==> src/rtl/sgdmac_rd_arbiter.sv <==
// sgdmac_rd_arbiter: round-robin arbiter that funnels N_CH read-engine AR
// requests onto one AXI read master, one burst outstanding at a time.
// Ports:
//   clk, rst_n                 clock, synchronous active-low reset
//   m_ar*_i / m_arready_o      per-channel AR request side (fields packed per channel)
//   m_rvalid_o / m_rready_i    per-channel R handshake
//   m_rdata_o/m_rresp_o/m_rlast_o  R payload broadcast to every channel
//   ar*_o / arready_i          AXI AR master channel (arid = owning channel)
//   r*_i / rready_o            AXI R channel
//   grant_o, busy_o, err_o     owning channel, not-idle flag, sticky RID-mismatch
module sgdmac_rd_arbiter #(
  parameter int unsigned N_CH = 4
) (
  input  logic                clk,
  input  logic                rst_n,
  input  logic [N_CH-1:0]     m_arvalid_i,
  input  logic [32*N_CH-1:0]  m_araddr_i,
  input  logic [4*N_CH-1:0]   m_arlen_i,
  input  logic [3*N_CH-1:0]   m_arsize_i,
  input  logic [2*N_CH-1:0]   m_arburst_i,
  output logic [N_CH-1:0]     m_arready_o,
  output logic [N_CH-1:0]     m_rvalid_o,
  input  logic [N_CH-1:0]     m_rready_i,
  output logic [31:0]         m_rdata_o,
  output logic [1:0]          m_rresp_o,
  output logic                m_rlast_o,
  output logic [3:0]          arid_o,
  output logic [31:0]         araddr_o,
  output logic [3:0]          arlen_o,
  output logic [2:0]          arsize_o,
  output logic [1:0]          arburst_o,
  output logic                arvalid_o,
  input  logic                arready_i,
  input  logic [3:0]          rid_i,
  input  logic [31:0]         rdata_i,
  input  logic [1:0]          rresp_i,
  input  logic                rlast_i,
  input  logic                rvalid_i,
  output logic                rready_o,
  output logic [3:0]          grant_o,
  output logic                busy_o,
  output logic                err_o
);

  localparam int unsigned GW = 4;

  typedef enum logic [1:0] {ST_IDLE, ST_ADDR, ST_DATA} state_e;

  state_e        state_q;
  logic [GW-1:0] grant_q;
  logic [GW-1:0] rr_ptr_q;
  logic          err_q;

  // Round-robin winner: first requester at or above rr_ptr, wrapping.
  logic          win_found;
  logic [GW-1:0] win_idx;
  logic [GW:0]   pos;

  always_comb begin
    win_found = 1'b0;
    win_idx   = '0;
    pos       = '0;
    for (int unsigned i = 0; i < N_CH; i++) begin
      pos = {1'b0, rr_ptr_q} + (GW+1)'(i);
      if (pos >= (GW+1)'(N_CH)) pos = pos - (GW+1)'(N_CH);
      for (int unsigned k = 0; k < N_CH; k++) begin
        if (!win_found && m_arvalid_i[k] && (pos == (GW+1)'(k))) begin
          win_found = 1'b1;
          win_idx   = GW'(k);
        end
      end
    end
  end

  // Field mux and one-hot decode of the registered grant.
  logic              sel_arvalid;
  logic              sel_rready;
  logic [31:0]       sel_addr;
  logic [3:0]        sel_len;
  logic [2:0]        sel_size;
  logic [1:0]        sel_burst;
  logic [N_CH-1:0]   gnt_oh;

  always_comb begin
    sel_arvalid = 1'b0;
    sel_rready  = 1'b0;
    sel_addr    = '0;
    sel_len     = '0;
    sel_size    = '0;
    sel_burst   = '0;
    gnt_oh      = '0;
    for (int unsigned k = 0; k < N_CH; k++) begin
      if (grant_q == GW'(k)) begin
        sel_arvalid = m_arvalid_i[k];
        sel_rready  = m_rready_i[k];
        sel_addr    = m_araddr_i[32*k +: 32];
        sel_len     = m_arlen_i[4*k +: 4];
        sel_size    = m_arsize_i[3*k +: 3];
        sel_burst   = m_arburst_i[2*k +: 2];
        gnt_oh[k]   = 1'b1;
      end
    end
  end

  // State, grant, round-robin pointer and sticky error.
  always_ff @(posedge clk) begin
    if (!rst_n) begin
      state_q  <= ST_IDLE;
      grant_q  <= '0;
      rr_ptr_q <= '0;
      err_q    <= 1'b0;
    end else begin
      case (state_q)
        ST_IDLE: begin
          if (win_found) begin
            grant_q <= win_idx;
            state_q <= ST_ADDR;
          end
        end
        ST_ADDR: begin
          if (sel_arvalid && arready_i) begin
            state_q  <= ST_DATA;
            rr_ptr_q <= (grant_q == GW'(N_CH-1)) ? '0 : grant_q + GW'(1);
          end
        end
        ST_DATA: begin
          // Mismatched beats are still routed; only the flag records them.
          if (rvalid_i && (rid_i != grant_q)) err_q <= 1'b1;
          if (rvalid_i && sel_rready && rlast_i) state_q <= ST_IDLE;
        end
        default: state_q <= ST_IDLE;
      endcase
    end
  end

  assign arvalid_o   = (state_q == ST_ADDR) && sel_arvalid;
  assign arid_o      = grant_q;
  assign araddr_o    = sel_addr;
  assign arlen_o     = sel_len;
  assign arsize_o    = sel_size;
  assign arburst_o   = sel_burst;
  assign m_arready_o = ((state_q == ST_ADDR) && arready_i) ? gnt_oh : '0;

  assign rready_o    = (state_q == ST_DATA) && sel_rready;
  assign m_rvalid_o  = ((state_q == ST_DATA) && rvalid_i) ? gnt_oh : '0;
  assign m_rdata_o   = rdata_i;
  assign m_rresp_o   = rresp_i;
  assign m_rlast_o   = rlast_i;

  assign grant_o     = grant_q;
  assign busy_o      = (state_q != ST_IDLE);
  assign err_o       = err_q;

endmodule

==> config.mk <==
export PLATFORM = sky130hd
export DESIGN_NAME = sgdmac_rd_arbiter
export DESIGN_NICKNAME = d
export VERILOG_FILES = /design/src/rtl/sgdmac_rd_arbiter.sv
export SDC_FILE = /design/constraint.sdc
export NUM_CORES = 1
export LEC_CHECK = 0
export BUFFER_PORTS_ARGS = -buffer_cell sky130_fd_sc_hd__clkbuf_2
export CORE_AREA = 2 2 120 122
export DETAILED_ROUTE_END_ITERATION = 16
export DIE_AREA = 0 0 122 124
export GPL_TIMING_DRIVEN = 1
export PLACE_DENSITY = 0.46
export RECOVER_POWER = 50
export SLEW_MARGIN = 40
export SYNTH_ARGS = -nofsm -noshare
export SYNTH_HDL_FRONTEND = slang
export SYNTH_SLANG_ARGS = --single-unit
==> constraint.sdc <==
create_clock -name clk -period 3.01 [get_ports clk]
set_input_delay 0.903 -clock clk [delete_from_list [all_inputs] [get_ports clk]]
set_output_delay 0.903 -clock clk [all_outputs]
set_load 0.05 [all_outputs]
==> metrics.txt, run 1 <==
status=complete, no violations; CP Cell Sequence=inv_1 -> ha_4 -> nor2b_4 -> buf_12 -> a22oi_1 -> nor2_1 -> a21oi_1 -> o21ai_2 -> buf_12; Ant. Diodes=0; post-route insts no fill=744; dominant cell type by area after synthesis=a22oi_1; Tightest Pin Transition=0.659 ns; TritonCTS clock tree=built; Final Total Pwr=2.74 mW; Hold WS=0.511 ns; initial antenna violation count=0; crit-path most repeated cell=buf_12; Setup crit end kind=output pin; Final Critical Period=2.88 ns; Final Slew Violations=0; Netlist cell types=39; syn avg cell area=5.93 sq um; Die Wd=122 um; VDD IR-drop max=377 uV; residual DRC count=0; via count=3351; die height=124 um; Routed WL=10200 um; fmax=347 MHz; synth warn=0; CP arrival=1.98 ns; vias in the first global route=3097; drt via density=4.50; Power Density=682 nW/um^2; Pleak=1.96 nW; Synth Register Bits=7; register area share after synthesis=0.0622; post-synthesis cell count=380; Top Family by Delay on Critical Path=buffers and inverters; largest net degree at the start of global routing=46; asr flop ratio synth=0; grt met1 use=0.143; CTS Buf Count=3; CP max stage delay=0.34 ns; final hold violations=0; Worst Setup Start Kind=flip-flop; Placed Cells incl. Taps=739; CP max stage cell=dfxtp_2; WS Path Type=reg2out; Starting Density=0.164; first-pass detailed-route iteration total=4; clock transition at the registers of the reported paths=0.04 ns; DP HPWL=8360 um; routed length per placed instance=13.7 um; nets@finish=786; number of core rows=43; CP Data Required Time=2.11 ns; largest cells by area after synthesis=a22oi_1 (14%), buf_4 (14%), a21oi_1 (11%); Port-buffer cells=238; Placer Congestion=0.818; Iteration-0 DRC Markers=147; GR peak layer=met2; # setup viols final=0; die outline area=15100 sq um; Core ar.=13700 sq um; area grow syn2layout=78.6%; Max-slew headroom=0.563; Overall Global Routing Usage=0.122; critical-path maximum fanout=22; M2 GR Usage=0.237; top_reg_cell synth=dfxtp_1; remaining global-route overflow=0; worst path bufs/invs=3; clock tree sinks=7; Skew-Pair Late Insertion Delay=0.23 ns; Synth top area share=0.143; share of cells above drive strength 1=0.530; worst min path class=reg2reg; H-tree levels=1; DRT antenna net count=0; final period utilization=0.957; clk buf depth=2; mapped cell area=2250 sq um; first-pass GRT wire length=15100 um; CTS Root Buffer Type=clkbuf_16; Post-synth EDFFs=0; # IOs=311; Clock Skew=0.000551 ns; max_cap viols=0; met3 Track Usage GR=0.0215
## cells in the final DEF, fill, tap and decap left out, types with 3 or more instances in the layout
master / count
a22oi_1: 43
and2_1: 8
buf_2: 5
nand2b_1: 5
o21ai_2: 41
conb_1: 6
or4_1: 3
o21ai_0: 3
clkbuf_1: 9
mux2i_1: 5
nand3_1: 3
inv_1: 9
buf_4: 10
nor2_1: 50
nand2_1: 43
clkbuf_4: 9
clkbuf_2: 190
dfxtp_1: 5
a21oi_1: 48
clkbuf_16: 3
buf_12: 27
nor2b_1: 3
## per-stage QoR
step / worst slack, ns / utilization / instance area, sq um / TNS (ns)
global route: -0.00902 / 0.293 / 4020 / -0.0159
global placement: 0.176 / 0.284 / 3890 / 0
CTS: 0.0219 / 0.290 / 3990 / 0
finish: 0.130 / 0.293 / 4020 / 0
floorplan: 0.146 / - / 2430 / 0
detailed placement: 0.179 / 0.284 / 3890 / 0
## registers in the layout, indices dropped and copies added, names as in the netlist
name	flops
arid_o	2
rr_ptr_q	2
state_q	2
err_o	1
## power breakdown
part	switching, mW	internal [mW]
logic	1.45	0.931
registers	0.0178	0.105
clock network	0.0560	0.177
## final cells by class
cell class | instances | area [sq um]
inverter | 9 | 33.8
clock buffer | 4 | 78.8
sequential | 7 | 143
fill | 1494 | 9700
timing repair buffer | 250 | 1700
multi-input combinational | 294 | 1840
tap | 180 | 225
## timing repair
| item | 4_1_cts | 5_1_grt |
|---|---|---|
| endpoints found under the hold margin | 0 | 0 |
| buffers inserted | 0 | 1 |
| gates resized for setup | 4 | 35 |
| hold buffers | 0 | 0 |
| setup endpoints to repair | 11 | 38 |
| pin swaps | 0 | 0 |
## logic make-up after synthesis
kind of cell	Yosys count	share of synthesized area
xor+xnor	2	0.00778
mux	6	0.0272
other cells	2	0.00333
flops	7	0.0622
buf+inv	83	0.213
fa+ha+maj	6	0.0333
simple gates	128	0.263
compound gates	146	0.390
## tightest hold or removal path, stage by stage, from the launching register on
cell and delay, ns:
dfxtp_1 0.32, a21oi_1 0.04, nor2b_1 0.11
## synthesized netlist by cell type, types with 2 or more instances
| cell type | number |
|---|---|
| nor2_1 | 50 |
| a21oi_1 | 48 |
| o21ai_0 | 44 |
| a22oi_1 | 43 |
| nand2_1 | 43 |
| buf_4 | 41 |
| clkbuf_1 | 17 |
| buf_2 | 11 |
| inv_1 | 9 |
| and2_1 | 8 |
| dfxtp_1 | 7 |
| ha_1 | 6 |
| buf_1 | 5 |
| mux2i_1 | 5 |
| nand2b_1 | 5 |
| nor2b_1 | 5 |
| nand3_1 | 3 |
| or4_1 | 3 |
| a311oi_1 | 2 |
| and3b_1 | 2 |
| conb_1 | 2 |
| nor3b_1 | 2 |
| nor3b_2 | 2 |
| xor2_1 | 2 |
## worst paths after layout
path / start / to / slack, ns / cells past startpoint
max reg2reg: rr_ptr_q[1] / arid_o[1] / 0.82 / 6
min reg2reg: err_o / err_o / 0.51 / 2
min: err_o / err_o / 0.51 / 2
max: arid_o[0] / arlen_o[3] / 0.13 / 9
## per-layer routing
metal / up-vias / share of wire
li1: 1671 / -
met1: 1511 / 0.39
met2: 165 / 0.53
met3: 4 / 0.082
met4: 0 / 0.0035
met5: - / 0
Power figures use the tool's default switching activity.
==> run 2, diff against run 1 <==
--- a/config.mk
+++ b/config.mk
@@ -5,13 +5,16 @@
 export SDC_FILE = /design/constraint.sdc
 export NUM_CORES = 1
 export LEC_CHECK = 0
+export ABC_CLOCK_PERIOD_IN_PS = 3010
 export BUFFER_PORTS_ARGS = -buffer_cell sky130_fd_sc_hd__clkbuf_2
 export CORE_AREA = 2 2 120 122
+export CTS_CLUSTER_DIAMETER = 100
 export DETAILED_ROUTE_END_ITERATION = 16
 export DIE_AREA = 0 0 122 124
 export GPL_TIMING_DRIVEN = 1
 export PLACE_DENSITY = 0.46
 export RECOVER_POWER = 50
+export REMOVE_ABC_BUFFERS = 1
 export SLEW_MARGIN = 40
 export SYNTH_ARGS = -nofsm -noshare
 export SYNTH_HDL_FRONTEND = slang
==> run 2 against run 1 <==
Global-route usage up 1.5 points. Register-to-register slack better by 0.06 ns. Non-clock buffer count down 2. Core utilization down 1.9 points. Combinational power decreased by 8.4%. Highest routed layer is now met5. Flip-flop and latch count did not move. Total power fell by 7.7%. Die area is the same. Setup slack improved by 0.015 ns. Final cell count shrank 0.27%.
==> metrics.txt, run 2 (synthesized netlist as in run 1, its figures left out) <==
post-route insts no fill=742; routed length per placed instance=15.6 um; DRT antenna net count=0; first-pass detailed-route iteration total=6; clk buf depth=2; worst min path class=reg2reg; VDD IR-drop max=385 uV; max_cap viols=0; die outline area=15100 sq um; Die Wd=122 um; Skew-Pair Late Insertion Delay=0.23 ns; Filler cells=1526; initial antenna violation count=0; CP max stage cell=dfxtp_1; CP arrival=1.96 ns; Routed WL=11500 um; Port-buffer cells=238; DP Worst Slack=0.249 ns; fmax=349 MHz; Worst Setup Start Kind=flip-flop; Max-slew headroom=0.565; CTS Hold Bufs=0; Placed Area=3680 sq um; nets@finish=784; Starting Density=0.164; number of core rows=43; CP max stage delay=0.32 ns; Overall Global Routing Usage=0.137; Power Density=672 nW/um^2; Tightest Pin Transition=0.655 ns; Util after Layout=0.274; Placed Cells incl. Taps=738; setup repair bufs after CTS=0; CP Cell Sequence=inv_1 -> ha_2 -> nor2b_4 -> buf_12 -> a22oi_1 -> nor2_1 -> a21oi_1 -> o21ai_0 -> buf_12; CP Data Required Time=2.11 ns; DP HPWL=9600 um; status=complete, no violations; residual DRC count=0; die height=124 um; final period utilization=0.952; Setup crit end kind=output pin; H-tree levels=1; WS Path Type=reg2out; remaining global-route overflow=0; area grow syn2layout=67.1%; RSZ-0062 raised after global routing=yes; # IOs=311; share of cells above drive strength 1=0.457; crit-path most repeated cell=buf_12; clock transition at the registers of the reported paths=0.04 ns; CTS Buf Count=3; Core ar.=13700 sq um; clock tree sinks=7; commonest non-fill, non-tap cell in the layout=clkbuf_2; setup slack after layout=0.145 ns; register area=140 sq um; Final Slew Violations=0; drt via density=4.51; Pleak=1.87 nW; fin area=3760 sq um; largest net degree at the start of global routing=85; TritonCTS clock tree=built; multi-input combinational cell area=1670 sq um; commonest non-fill, non-tap cells in the layout=clkbuf_2 (208), nor2_1 (50), a21oi_1 (48); vias in the first global route=2958; first-pass GRT wire length=16100 um; critical-path maximum fanout=26; final hold violations=0; # setup viols final=0; Clock Skew=0.00343 ns; Iteration-0 DRC Markers=99; CTS Root Buffer Type=clkbuf_16; Ant. Diodes=0; Placer Congestion=0.848; Final Critical Period=2.86 ns; via count=3348
## run 2: cell types whose count changed in the layout (fill, tap and decap cells not counted), moves of 3 or more
cell      delta
buf_12       -3
buf_2        -3
buf_4        -5
clkbuf_2    +18
clkbuf_4     -7
o21ai_0     +26
o21ai_1     +15
o21ai_2     -41
## run 2: cell type report
type                            count  area share
Clock buffer                        4      0.0209
Inverter                            9     0.00898
Multi-Input combinational cell    294       0.443
Sequential cell                     7      0.0372
Tap cell                          180      0.0598
Timing Repair Buffer              248       0.430
## run 2: path summary, 6_finish.rpt
kind,cells after the start,end,start,slack (ns)
setup / recovery,9,araddr_o[3],arid_o[0],0.15
hold / removal,1,state_q[0],state_q[1],0.51
setup reg to reg,6,arid_o[1],rr_ptr_q[1],0.88
hold reg to reg,1,state_q[0],state_q[1],0.51
## run 2: per-layer routing
metal / routed length, um / GRT usage
met5: 83 / 0.0451
met3: 1570 / 0.0664
met1: 4340 / 0.161
met2: 5520 / 0.233
met4: 27 / 0.00862
## run 2: per-stage QoR
| stage | hold slack (ns) | setup TNS (ns) | power, mW |
|---|---|---|---|
| 4_1_cts | 0.508 | 0 | 2.54 |
| 3_3_place_gp | 0.490 | 0 | 2.28 |
| 2_1_floorplan | 0.451 | -126.11 | 1.43 |
| 5_1_grt | 0.525 | -0.0236 | 2.69 |
| 3_5_place_dp | 0.499 | 0 | 2.30 |
| 6_report | 0.512 | 0 | 2.53 |
## run 2: critical path: cells and delay by family (launching register included)
family          cells  cell delay [ns]
buf+inv             3             0.46
compound gates      3             0.43
flops               1             0.32
simple gates        2             0.29
fa+ha+maj           1             0.21
## run 2: report_power, final
group / switching [mW] / total (mW) / internal (mW)
Combinational: 1.39 / 2.18 / 0.793
Sequential: 0.0154 / 0.120 / 0.104
Clock: 0.0530 / 0.230 / 0.177
Total: 1.46 / 2.53 / 1.07
## run 2: timing repair
action	CTS	global route
gates cloned	0	0
resized for setup	1	23
endpoints found under the setup margin	1	31
endpoints found under the hold margin	0	0
pin swaps	0	0
==> run 3, diff against run 2 <==
--- a/config.mk
+++ b/config.mk
@@ -12,7 +12,7 @@
 export DETAILED_ROUTE_END_ITERATION = 16
 export DIE_AREA = 0 0 122 124
 export GPL_TIMING_DRIVEN = 1
-export PLACE_DENSITY = 0.46
+export PLACE_DENSITY_LB_ADDON = 0.25
 export RECOVER_POWER = 50
 export REMOVE_ABC_BUFFERS = 1
 export SLEW_MARGIN = 40
==> run 3 against run 2 <==
Clock skew fell by 0.0014 ns. Die area did not move. Via count fell by 1.2%. Combinational power barely moved. Core utilization fell by 0.15 points. Worst hold slack got worse by 0.0084 ns. Critical path type unchanged.
==> metrics.txt, run 3 (synthesized netlist as in run 1, its figures left out) <==
setup TNS=0 ns; Logic pwr share=0.863; largest net degree at the start of global routing=55; commonest non-fill, non-tap cells in the layout=clkbuf_2 (199), nor2_1 (50), a21oi_1 (47); DP HPWL=9990 um; setup repair bufs after CTS=0; # IOs=311; Final Critical Period=2.90 ns; Routed WL=11900 um; Hold WS=0.503 ns; clk buf depth=2; clock tree sinks=7; H-tree levels=1; clock network power share=0.089; fmax=345 MHz; number of core rows=43; final period utilization=0.962; initial antenna violation count=0; residual DRC count=0; drt via density=4.46; Final Total Pwr=2.51 mW; commonest non-fill, non-tap cell in the layout=clkbuf_2; Power Density=671 nW/um^2; clock transition at the registers of the reported paths=0.04 ns; share of cells above drive strength 1=0.457; Skew-Pair Late Insertion Delay=0.23 ns; first-pass detailed-route iteration total=4; CTS Root Buffer Type=clkbuf_16; Port-buffer cells=238; Tightest Pin Transition=0.623 ns; NetSw=1.44 mW; first-pass GRT wire length=16500 um; Starting Density=0.164; met3 wire length=1870 um; status=complete, no violations; CTS Buf Count=3; Overall Global Routing Usage=0.141; Placer Congestion=0.827; internal cell power=1.07 mW; Final Slew Violations=0; VDD IR-drop max=303 uV; Switching Share=0.575; vias in the first global route=3157; worst min path class=reg2reg; # setup viols final=0; CP Data Required Time=2.11 ns; Max-slew headroom=0.587; Util after Layout=0.273; Iteration-0 DRC Markers=161; via count=3307; RSZ-0062 raised after global routing=yes; Placed Cells incl. Taps=738; max_cap viols=0; Clock Skew=0.00202 ns; post-route insts no fill=742; Die Wd=122 um; die outline area=15100 sq um; final hold violations=0; CP arrival=1.99 ns; Pleak=1.87 nW; Reg power frac=0.048; WS Path Type=reg2out; nets@finish=784; critical-path maximum fanout=19; worst reg2reg setup slack=0.81 ns; M1 wire length=4330 um; routed length per placed instance=16.0 um; area grow syn2layout=66.2%; Worst Setup Start Kind=flip-flop; die height=124 um; remaining global-route overflow=0; DRT antenna net count=0; Core ar.=13700 sq um; Top Layer Used=met5; Setup crit end kind=output pin; WL met2=5470 um; Ant. Diodes=0; TritonCTS clock tree=built
-- run 3: final cells by class --
| cell class | instances | area [sq um] |
|---|---|---|
| clock buffers | 4 | 78.8 |
| fillers | 1547 | 9980 |
| inverters | 9 | 33.8 |
| multi-input cells | 294 | 1670 |
| flip-flops and latches | 7 | 140 |
| well taps | 180 | 225 |
| repair buffers | 248 | 1600 |
-- run 3: worst max-delay path, stage by stage (launching register included) --
cell      delay (ns)
dfxtp_1         0.32
inv_1           0.09
ha_1            0.21
nor2b_4         0.21
buf_6           0.21
a22oi_1         0.09
nor2_1          0.11
a21oi_1         0.05
o21ai_0         0.19
clkbuf_4        0.27
-- run 3: repair_timing --
action,4_1_cts,5_1_grt
setup endpoints to repair,1,29
hold endpoints to repair,0,0
pin swaps,0,0
gates resized for setup,1,48
hold buffers,0,0
-- run 3: final timing paths --
check / start / to / cells past startpoint
worst max-delay path: arid_o[0] / arlen_o[0] / 9
worst min-delay path: err_o / err_o / 2
worst max register to register: rr_ptr_q[1] / arid_o[1] / 6
worst min register to register: err_o / err_o / 2
-- run 3: through the flow --
| step | instance area (sq um) | setup slack (ns) |
|---|---|---|
| 2_1_floorplan | 1820 | -2.74 |
| 4_1_cts | 3720 | 0.00139 |
| 6_report | 3740 | 0.115 |
| 5_1_grt | 3740 | -0.0397 |
| 3_3_place_gp | 3640 | 0.265 |
| 3_5_place_dp | 3640 | 0.248 |
-- run 3: per-layer routing --
layer / up-vias / GRT usage
li1: 1650 / -
met2: 186 / 0.234
met5: - / 0.0486
met3: 16 / 0.0728
met1: 1453 / 0.164
met4: 2 / 0.0180
-- run 3: power groups by stage --
| stage | Combinational (mW) | Sequential [mW] | Clock [mW] |
|---|---|---|---|
| floorplan | 1.27 | 0.157 | 0 |
| global placement | 2.12 | 0.121 | 0 |
| detailed placement | 2.14 | 0.121 | 0 |
| CTS | 2.14 | 0.120 | 0.228 |
| global route | 2.32 | 0.123 | 0.235 |
| finish | 2.17 | 0.120 | 0.224 |
